File: src/rtl/nirs_pkg.sv
// Shared definitions for the NIRS frame packer: sync bytes, frame sizing, FSM states.
package nirs_pkg;

    localparam int SAMPLE_W = 24;
    localparam logic [7:0] PKG_SYNC0 = 8'hA5;
    localparam logic [7:0] PKG_SYNC1 = 8'h5A;

    typedef enum logic [2:0] {
        IDLE       = 3'd0,
        COLLECT    = 3'd1,
        WAIT_SPACE = 3'd2,
        HEADER     = 3'd3,
        DATA       = 3'd4,
        CHECKSUM   = 3'd5
    } state_t;

    // Two sync bytes, frame count, source, 3 bytes per detector, checksum.
    function automatic int frame_bytes(input int n_det);
        return 3 * n_det + 5;
    endfunction

endpackage

File: src/rtl/nirs_sample_buf.sv
// Simple dual-port scan buffer, one 24-bit word per detector, registered read.
module nirs_sample_buf
    import nirs_pkg::*;
#(
    parameter int N_DET = 32,
    parameter int AW    = (N_DET > 1) ? $clog2(N_DET) : 1
) (
    input  logic                clock,
    input  logic                we,
    input  logic [AW-1:0]       waddr,
    input  logic [SAMPLE_W-1:0] wdata,
    input  logic [AW-1:0]       raddr,
    output logic [SAMPLE_W-1:0] rdata
);

    logic [SAMPLE_W-1:0] mem [N_DET];

    always_ff @(posedge clock) begin
        if (we) begin
            mem[waddr] <= wdata;
        end
        rdata <= mem[raddr];
    end

endmodule

File: src/rtl/nirs_frame_packer.sv
// Buffers one detector scan and writes it as a single framed, checksummed packet
// into the shared byte FIFO, only once the whole frame is known to fit.
module nirs_frame_packer
    import nirs_pkg::*;
#(
    parameter int         N_DET      = 32,
    parameter int         FIFO_DEPTH = 8192,
    parameter logic [7:0] SYNC0      = PKG_SYNC0,
    parameter logic [7:0] SYNC1      = PKG_SYNC1
) (
    input  logic                clock,
    input  logic                rst_n,
    input  logic                scan_start,
    input  logic [4:0]          source_idx,
    input  logic                sample_valid,
    input  logic [SAMPLE_W-1:0] sample_data,
    input  logic [12:0]         fifo_wrusedw,
    input  logic                fifo_full,
    output logic                fifo_wr_en,
    output logic [7:0]          fifo_data_in,
    output logic                busy,
    output logic [7:0]          frame_cnt,
    output logic                ovf_err
);

    localparam int            IW       = $clog2(N_DET + 1);
    localparam int            AW       = (N_DET > 1) ? $clog2(N_DET) : 1;
    localparam int            FB       = frame_bytes(N_DET);
    localparam logic [13:0]   DEPTH_14 = 14'(FIFO_DEPTH);
    localparam logic [13:0]   FB_14    = 14'(FB);
    localparam logic [IW-1:0] LAST_IDX = IW'(N_DET - 1);

    state_t               state;
    state_t               state_nx;
    logic [IW-1:0]        sidx;
    logic [1:0]           bidx;
    logic [4:0]           src_q;
    logic [7:0]           csum;
    logic [13:0]          free_space;
    logic                 tx_active;
    logic                 accept;
    logic                 csum_add;
    logic [7:0]           tx_byte;
    logic                 ovf_set;
    logic                 buf_we;
    logic [AW-1:0]        buf_waddr;
    logic [AW-1:0]        buf_raddr;
    logic [SAMPLE_W-1:0]  rd_data;

    nirs_sample_buf #(
        .N_DET (N_DET),
        .AW    (AW)
    ) u_buf (
        .clock (clock),
        .we    (buf_we),
        .waddr (buf_waddr),
        .wdata (sample_data),
        .raddr (buf_raddr),
        .rdata (rd_data)
    );

    // 14-bit subtraction so a bogus used-word count cannot wrap into "plenty of room".
    assign free_space = DEPTH_14 - {1'b0, fifo_wrusedw};
    assign accept     = tx_active & ~fifo_full;
    assign buf_we     = (state == COLLECT) && sample_valid;
    assign buf_waddr  = scan_start ? '0 : AW'(sidx);

    always_ff @(posedge clock or negedge rst_n) begin
        if (!rst_n) begin
            state <= IDLE;
        end else begin
            state <= state_nx;
        end
    end

    always_comb begin
        state_nx = state;
        case (state)
            IDLE: begin
                if (scan_start) state_nx = COLLECT;
            end
            COLLECT: begin
                if (scan_start) begin
                    if (sample_valid && N_DET == 1) state_nx = WAIT_SPACE;
                end else if (sample_valid && sidx == LAST_IDX) begin
                    state_nx = WAIT_SPACE;
                end
            end
            WAIT_SPACE: begin
                if (free_space >= FB_14) state_nx = HEADER;
            end
            HEADER: begin
                if (!fifo_full && bidx == 2'd3) state_nx = DATA;
            end
            DATA: begin
                if (!fifo_full && bidx == 2'd2 && sidx == LAST_IDX) state_nx = CHECKSUM;
            end
            CHECKSUM: begin
                if (!fifo_full) state_nx = IDLE;
            end
            default: state_nx = IDLE;
        endcase
    end

    // Read address runs one step ahead of the byte pointer so the registered
    // buffer output is ready on the cycle its first byte is sent.
    always_comb begin
        tx_active = 1'b0;
        csum_add  = 1'b0;
        tx_byte   = 8'h00;
        buf_raddr = AW'(sidx);
        case (state)
            HEADER: begin
                tx_active = 1'b1;
                buf_raddr = '0;
                case (bidx)
                    2'd0:    tx_byte = SYNC0;
                    2'd1:    tx_byte = SYNC1;
                    2'd2:    begin tx_byte = frame_cnt;        csum_add = 1'b1; end
                    default: begin tx_byte = {3'b000, src_q};  csum_add = 1'b1; end
                endcase
            end
            DATA: begin
                tx_active = 1'b1;
                csum_add  = 1'b1;
                case (bidx)
                    2'd0:    tx_byte = rd_data[23:16];
                    2'd1:    tx_byte = rd_data[15:8];
                    default: tx_byte = rd_data[7:0];
                endcase
                if (!fifo_full && bidx == 2'd2) buf_raddr = AW'(sidx + 1'b1);
            end
            CHECKSUM: begin
                tx_active = 1'b1;
                tx_byte   = csum;
            end
            default: ;
        endcase
    end

    assign busy    = (state != IDLE);
    assign ovf_set = ((state == IDLE) && sample_valid)
                   || ((state == COLLECT) && scan_start)
                   || ((state inside {WAIT_SPACE, HEADER, DATA, CHECKSUM})
                       && (scan_start || sample_valid));

    always_ff @(posedge clock or negedge rst_n) begin
        if (!rst_n) begin
            sidx         <= '0;
            bidx         <= 2'd0;
            csum         <= 8'h00;
            frame_cnt    <= 8'h00;
            ovf_err      <= 1'b0;
            fifo_wr_en   <= 1'b0;
            fifo_data_in <= 8'h00;
        end else begin
            fifo_wr_en <= accept;
            if (accept) fifo_data_in <= tx_byte;
            if (accept && csum_add) csum <= csum + tx_byte;
            if (ovf_set) ovf_err <= 1'b1;
            case (state)
                IDLE: begin
                    if (scan_start) sidx <= '0;
                end
                COLLECT: begin
                    if (scan_start) begin
                        sidx <= sample_valid ? IW'(1) : '0;
                    end else if (sample_valid) begin
                        sidx <= sidx + 1'b1;
                    end
                end
                WAIT_SPACE: begin
                    sidx <= '0;
                    bidx <= 2'd0;
                    csum <= 8'h00;
                end
                HEADER: begin
                    if (!fifo_full) bidx <= bidx + 2'd1;
                end
                DATA: begin
                    if (!fifo_full) begin
                        if (bidx == 2'd2) begin
                            bidx <= 2'd0;
                            sidx <= sidx + 1'b1;
                        end else begin
                            bidx <= bidx + 2'd1;
                        end
                    end
                end
                CHECKSUM: begin
                    if (!fifo_full) frame_cnt <= frame_cnt + 8'd1;
                end
                default: ;
            endcase
        end
    end

    always_ff @(posedge clock) begin
        if (scan_start && (state == IDLE || state == COLLECT)) begin
            src_q <= source_idx;
        end
    end

endmodule

File: config.mk
export PLATFORM = sky130hd
export DESIGN_NAME = nirs_frame_packer
export DESIGN_NICKNAME = d
export VERILOG_FILES = /design/src/rtl/nirs_pkg.sv /design/src/rtl/nirs_sample_buf.sv /design/src/rtl/nirs_frame_packer.sv
export SDC_FILE = /design/constraint.sdc
export NUM_CORES = 1
export LEC_CHECK = 0
export BUFFER_PORTS_ARGS = -buffer_cell sky130_fd_sc_hd__buf_4
export CAP_MARGIN = 20
export CORE_ASPECT_RATIO = 1.2
export CORE_MARGIN = 10
export CORE_UTILIZATION = 62
export DETAILED_ROUTE_END_ITERATION = 10
export GPL_TIMING_DRIVEN = 0
export PLACE_DENSITY = 0.84
export SYNTH_ARGS = -nofsm -noshare
export SYNTH_HDL_FRONTEND = slang
export SYNTH_SLANG_ARGS = --single-unit
File: constraint.sdc
create_clock -name clock -period 4.3 [get_ports clock]
set_input_delay 0 -clock clock [delete_from_list [all_inputs] [get_ports clock]]
set_output_delay 0 -clock clock [all_outputs]
set_load 0.05 [all_outputs]
=== Word-level counts from Yosys, hierarchy flattened ===
Memories as Yosys holds them, arrays and structs flattened. A register that Yosys moved wholly into a read port is not among the register bits.
Cells that the tools add are included.

* Bits in registers: 42
* Bits in latches: 0
* Bits in writable memories: 768
* Bits in read-only memories: 0
* Input port bits: 47
* Logic and storage cells: 98
* Memories kept: 1

{| class="wikitable"
|+ Memory list
! name !! words !! width !! rd ports !! clocked after memory_dff !! wr ports !! line !! RTL
|-
| u_buf.mem || 32 || 24 || 1 || 1 || 1 || nirs_sample_buf.sv:16 || <nowiki>logic [SAMPLE_W-1:0] mem [N_DET];</nowiki>
|}

* $add $sub $neg: 5
* Multipliers: 0
* Divide/modulo/power cells: 0
* Order comparisons: 1
* Eq/ne operators: 20
* Shifts and indexed selects: 0
* Muxes and demuxes: 32
* Bitwise gates (word level): 2
* Reduce and logical (&&, ||, !) cells: 28

{| class="wikitable"
|+ Operators by type and width
! cell !! count
|-
| case mux 8 bit (3 select lines) || 2
|-
| two-way mux 6 bit || 5
|-
| case mux 6 bit (4 select lines) || 1
|-
| two-way mux 3 bit || 7
|-
| inequality test 2 bit (second input constant) || 9
|-
| case mux 3 bit (6 select lines) || 1
|-
| two-way mux 8 bit || 2
|-
| case mux 8 bit (2 select lines) || 1
|-
| greater-or-equal comparator 14 x 7 -> 1 bit (second input constant) || 1
|-
| subtractor 14 x 13 -> 14 bit (first input constant) || 1
|-
| logical AND 1 bit || 10
|-
| two-way mux 5 bit || 2
|-
| case mux 5 bit (2 select lines) || 1
|-
| adder 8 x 1 -> 8 bit (second input constant) || 1
|-
| adder 8 bit || 1
|-
| nonzero test 4 bit || 2
|-
| AND reduction 7 bit || 1
|-
| adder 6 x 1 -> 6 bit (second input constant) || 1
|-
| == test 3 x 2 -> 1 bit (second input constant) || 2
|-
| == test 3 bit (second input constant) || 2
|-
| == test 6 x 5 -> 1 bit (second input constant) || 1
|-
| two-way mux 2 bit || 3
|-
| case mux 2 bit (3 select lines) || 1
|-
| nonzero test 3 bit || 2
|-
| other kinds (20) || 28
|}

=== Longest topological paths before layout ===
* Depth after elaboration: 7
* Gate-level depth with buffers: 15
* Depth with buffers taken out: 14

=== Hierarchy ===
From an unflattened synthesis, not the netlist that was laid out.

* Cells, all modules: 2012
* Area, all modules: 33362.0 um^2

{| class="wikitable"
|+ By module, submodules not included
! module !! times used !! cells each !! area each (um^2) !! seq. area each (um^2)
|-
| nirs_sample_buf || 1 || 1711 || 30483.0 || 23542.6
|-
| nirs_frame_packer || 1 || 301 || 2879.0 || 1076.0
|}

=== Worst setup path before layout ===
OpenSTA, ideal clock, no wires.

* Path type: reg2reg
* From: register bidx[0]
* To: register csum[7]
* Setup time: 65 ps
* Data arrival time: 3562 ps
* Path slack: 673 ps
* Cell stages (with the launch flop): 15
* Path buffers: 1
* Period minus slack after synthesis: 3627 ps
* Cells stage by stage: dfrtp_1 > inv_1 > ha_1 > clkbuf_1 > a22o_1 > a211oi_1 > o32ai_1 > ha_1 > a21o_1 > a21oi_1 > o21bai_1 > a2111oi_0 > o21bai_1 > a2111oi_0 > a21o_1

* Word-level cells in the longest chain between the ends: 6
* Elaborated cells between the ends (all ways): 14
* Those cells by class: 1 x add/sub; 2 x eq/ne; 7 x mux; 4 x reduce/logical

{| class="wikitable"
|+ RTL lines
! item !! line !! RTL
|-
| start: declaration || nirs_frame_packer.sv:36 || <nowiki>logic [1:0] bidx;</nowiki>
|-
| start signal: assignment || nirs_frame_packer.sv:178 || <nowiki>if (!fifo_full) bidx <= bidx + 2'd1;</nowiki>
|-
| start signal: assignment || nirs_frame_packer.sv:186 || <nowiki>bidx <= bidx + 2'd1;</nowiki>
|-
| == test 2 bit, or another cell as far along || nirs_frame_packer.sv:116 || <nowiki>case (bidx)</nowiki>
|-
| case mux 8 bit (3 select lines) or case mux 8 bit (2 select lines) (tied branches) || nirs_frame_packer.sv:116, nirs_frame_packer.sv:126 ||
|-
| case mux 8 bit (3 select lines) * || nirs_frame_packer.sv:112 || <nowiki>case (state)</nowiki>
|-
| net tx_byte[1] || nirs_frame_packer.sv:43 || <nowiki>logic [7:0] tx_byte;</nowiki>
|-
| adder 8 bit * || nirs_frame_packer.sv:159 || <nowiki>if (accept && csum_add) csum <= csum + tx_byte;</nowiki>
|-
| two-way mux 8 bit * || nirs_frame_packer.sv:159 ||
|-
| two-way mux 8 bit * || nirs_frame_packer.sv:161 || <nowiki>case (state)</nowiki>
|-
| end signal: assignment || nirs_frame_packer.sv:159 ||
|-
| end: declaration || nirs_frame_packer.sv:38 || <nowiki>logic [7:0] csum;</nowiki>
|}

The timed path passes the listed nets; every way through them passes the cells marked *. The select of a mux whose other input is x is not followed.
A chain may end at the register's enable or synchronous reset.

=== Worst setup path in the final report ===
* From: register bidx[0]
* To: register u_buf.rdata[2] (read register of u_buf.mem)

* Word-level cells in the longest chain between the ends: 4

{| class="wikitable"
|+ RTL lines
! item !! line !! RTL
|-
| == test 2 bit || nirs_frame_packer.sv:131 || <nowiki>if (!fifo_full && bidx == 2'd2) buf_raddr = AW'(sidx + 1'b1);</nowiki>
|-
| logical AND 1 bit || nirs_frame_packer.sv:131 ||
|-
| two-way mux 5 bit || nirs_frame_packer.sv:131 ||
|-
| case mux 5 bit (2 select lines) || nirs_frame_packer.sv:112 ||
|-
| end: declaration || nirs_sample_buf.sv:13 || <nowiki>output logic [SAMPLE_W-1:0] rdata</nowiki>
|}

Every way passes these cells.

==> metrics <==
reported leakage power 13.5 nW; number of fill cells 3345; worst setup path startpoint bidx[0]; worst setup slack after layout -0.0416 ns; I/O Buffers 63; number of clock sinks seen by CTS 834; fraction of layout cells with a size suffix above 1 13.8%; clock network latency to the later pin of the worst-skew pair 0.64 ns; end-of-flow core utilization 71.3%; number of DRC markers after the initial detailed-route iteration 3959; slew of the pin with the lowest slew margin 1.20 ns; critical path data required time 4.86 ns; Max VDD drop 0.000494 V; worst setup path endpoint u_buf.rdata[2]; capture point of the worst reg-to-reg path u_buf.rdata[2]; number of routed nets with antenna violations 0; violated checks setup timing; global-route wire length before repair 150000 um; placed cell count 3247; Worst R2R Setup Slack -0.04 ns; post-placement setup slack -0.427 ns; DIE AREA 64700 um^2; largest net degree at the start of global routing 38; CP Class register to register; DRC viols 0; sequential element share of the synthesized area 72.4%; number of pins exceeding their max-slew limit in the final report 0; count of state elements after synthesis 834; Cell variety after synth 63; most used flip-flop cell after synthesis edfxtp_1; average cell area after synthesis 14.0 um^2; DR vias 24100; Core Footprint 54600 um^2; I/O pin count 66; largest buffer count on any clock path 3; share of Yosys cell area claimed by the top area cell type 68.2%; Vias per Instance 7.03; TritonCTS clock tree yes; number of nets at the end of the flow 2702; per-cell routed wire length 30.2 um; top cells by area, synth edfxtp_1, nand2_1, dfrtp_1, a21oi_1, and3_1; total nets after synthesis 2497; run status finished, violations left; Routability Congestion 1.01; critical path fanouts, max 10; Die X-Extent 234 um; most numerous cell in the Yosys netlist edfxtp_1; overflow left after global routing 0; number of warning messages in the yosys log 0; number of cell instances on the worst register-to-register path 10; count of mapped cells out of synthesis 2434; overall routed net length 103000 um; total design power 0.0216 W; length of routed wiring on met1 32500 um; placed wire-length estimate 66400 um; Final Instance Count excl. Fillers 3421; FF-to-FF Start bidx[0]; maxcap violations 0; final worst clock skew 0.0340 ns; type of the most critical hold path primary input to register; sequential cell area 24600 um^2; number of clock buffers inserted by TritonCTS 77; Critical Path AT 4.90 ns; Syn Std Cell Area 34000 um^2; fin crit period 4.34 ns; die extent in y 277 um; synthesis-to-layout area growth 14.4%; number of antenna violations at the first check in global routing 6; count of final setup violators 3; total power divided by cell area 554 nW/um^2; post-synthesis cell type with the largest combined area edfxtp_1; total iterations of the first detailed-routing run 6; number of global-route vias before repair 23400; metal2 WL 47700 um; most used standard cells in the synthesized netlist edfxtp_1, nand2_1, a21oi_1; Highest Clock Rate 230 MHz; endpoint kind of the worst setup timing path register; max layer used met4; post-CTS clock slew at the launch and capture registers of the worst setup and hold paths 0.06 ns; number of levels in the clock H-tree 3; overall routing resource usage 31.7%; ratio of final minimum period to clock period 101%; area of the multi-input gates 8700 um^2; clk root buf clkbuf_16; kind of start point of the critical path register; worst slew slack as a fraction of its limit 20.2%; wire length on met3 13200 um; Final Hold Viols 0; initial core utilization 62.3%; number of rows created at floorplan 94; setup repair after global routing missed its margin false; EDFF count, synth 773; summed negative setup slack over all endpoints -0.0709 ns; share of async-settable or async-resettable flops after synthesis 4.44%
-- registers in the layout, summed over array words and instances (netlist names) --
| signal | count |
|---|---|
| bidx | 2 |
| csum | 8 |
| fifo_data_in | 8 |
| fifo_wr_en | 1 |
| frame_cnt | 8 |
| ovf_err | 1 |
| sidx | 6 |
| src_q | 5 |
| state | 3 |
| u_buf.mem | 768 |
| u_buf.rdata | 24 |
-- cell families after synthesis --
logic type	share of synthesized area [%]
multiplexers	2.64
flip-flops	72.4
AND/OR/NAND/NOR	10.2
buffers and inverters	2.56
adder cells (fa/ha/maj)	0.610
AO/OA/AOI/OAI	11.4
XOR/XNOR	0.309
-- per-layer routing --
layer / global-route usage, % / vias to the layer above
met3: 8.03 / 505
met2: 49.0 / 2121
met5: 0 / -
met4: 24.8 / 0
li1: - / 9880
met1: 37.3 / 11500
-- critical path, cell delays in order, from the launching register on --
cell and delay, ns:
dfrtp_1 0.46, inv_1 0.16, ha_1 0.27, and3b_1 0.21
a211oi_2 0.57, nor2_1 0.40, nand2_1 0.36, buf_1 0.50
o22ai_1 0.21, nor4_1 0.87, o41a_1 0.26
-- layout by cell type, fill, tap and decap left out, types with 43 or more instances in the layout --
| master | count |
|---|---|
| o21ai_0 | 85 |
| buf_4 | 71 |
| a211oi_1 | 83 |
| and3_1 | 122 |
| nor3_1 | 51 |
| nand4_1 | 49 |
| nand2_1 | 316 |
| mux2_2 | 54 |
| clkbuf_16 | 80 |
| edfxtp_1 | 773 |
| clkbuf_1 | 117 |
| nand3_1 | 56 |
| a21oi_1 | 175 |
| buf_2 | 43 |
-- per-stage QoR --
stage                     cell area, um^2  hold slack [ns]
after global routing                38900           0.0998
after global placement              35400         -0.00866
final                               38900           0.0668
after floorplan                     34000           -0.296
after CTS                           38900           0.0451
after detailed placement            36100         -0.00204
-- worst min-delay path by stage --
stage,endpoint,cells past startpoint,slack (ns),startpoint
2_1_floorplan,bidx[0],0,-0.30,rst_n
6_report,state[1],5,0.07,scan_start
4_1_cts,state[1],5,0.05,scan_start
3_5_place_dp,frame_cnt[3],1,-0.002,rst_n
5_1_grt,src_q[3],2,0.1,source_idx[3]
3_3_place_gp,frame_cnt[3],1,-0.009,rst_n
-- timing repair --
item                                    in CTS  in global routing
hold buffers                                33                  0
endpoints found under the setup margin      17                 22
gates resized for setup                      9                 17
endpoints found under the hold margin      812                  0
pin swaps                                    0                  0
setup buffers                                0                  0
-- cell type report --
| type | count | share of cell area (%) |
|---|---|---|
| clock inverters | 44 | 0.877 |
| plain buffers | 184 | 2.16 |
| flip-flops and latches | 834 | 63.2 |
| inverters | 11 | 0.106 |
| repair buffers | 126 | 3.64 |
| clock buffers | 95 | 5.31 |
| multi-input cells | 1405 | 22.3 |
| well taps | 720 | 2.31 |
| diodes | 2 | 0.0129 |
-- power by group --
group	internal (W)	switching (W)	leakage (nW)
Sequential	0.00915	0.000172	7.65
Combinational	0.00174	0.00386	4.66
Clock	0.00367	0.00296	1.18
No activity file was read; power rests on OpenSTA's default activity.
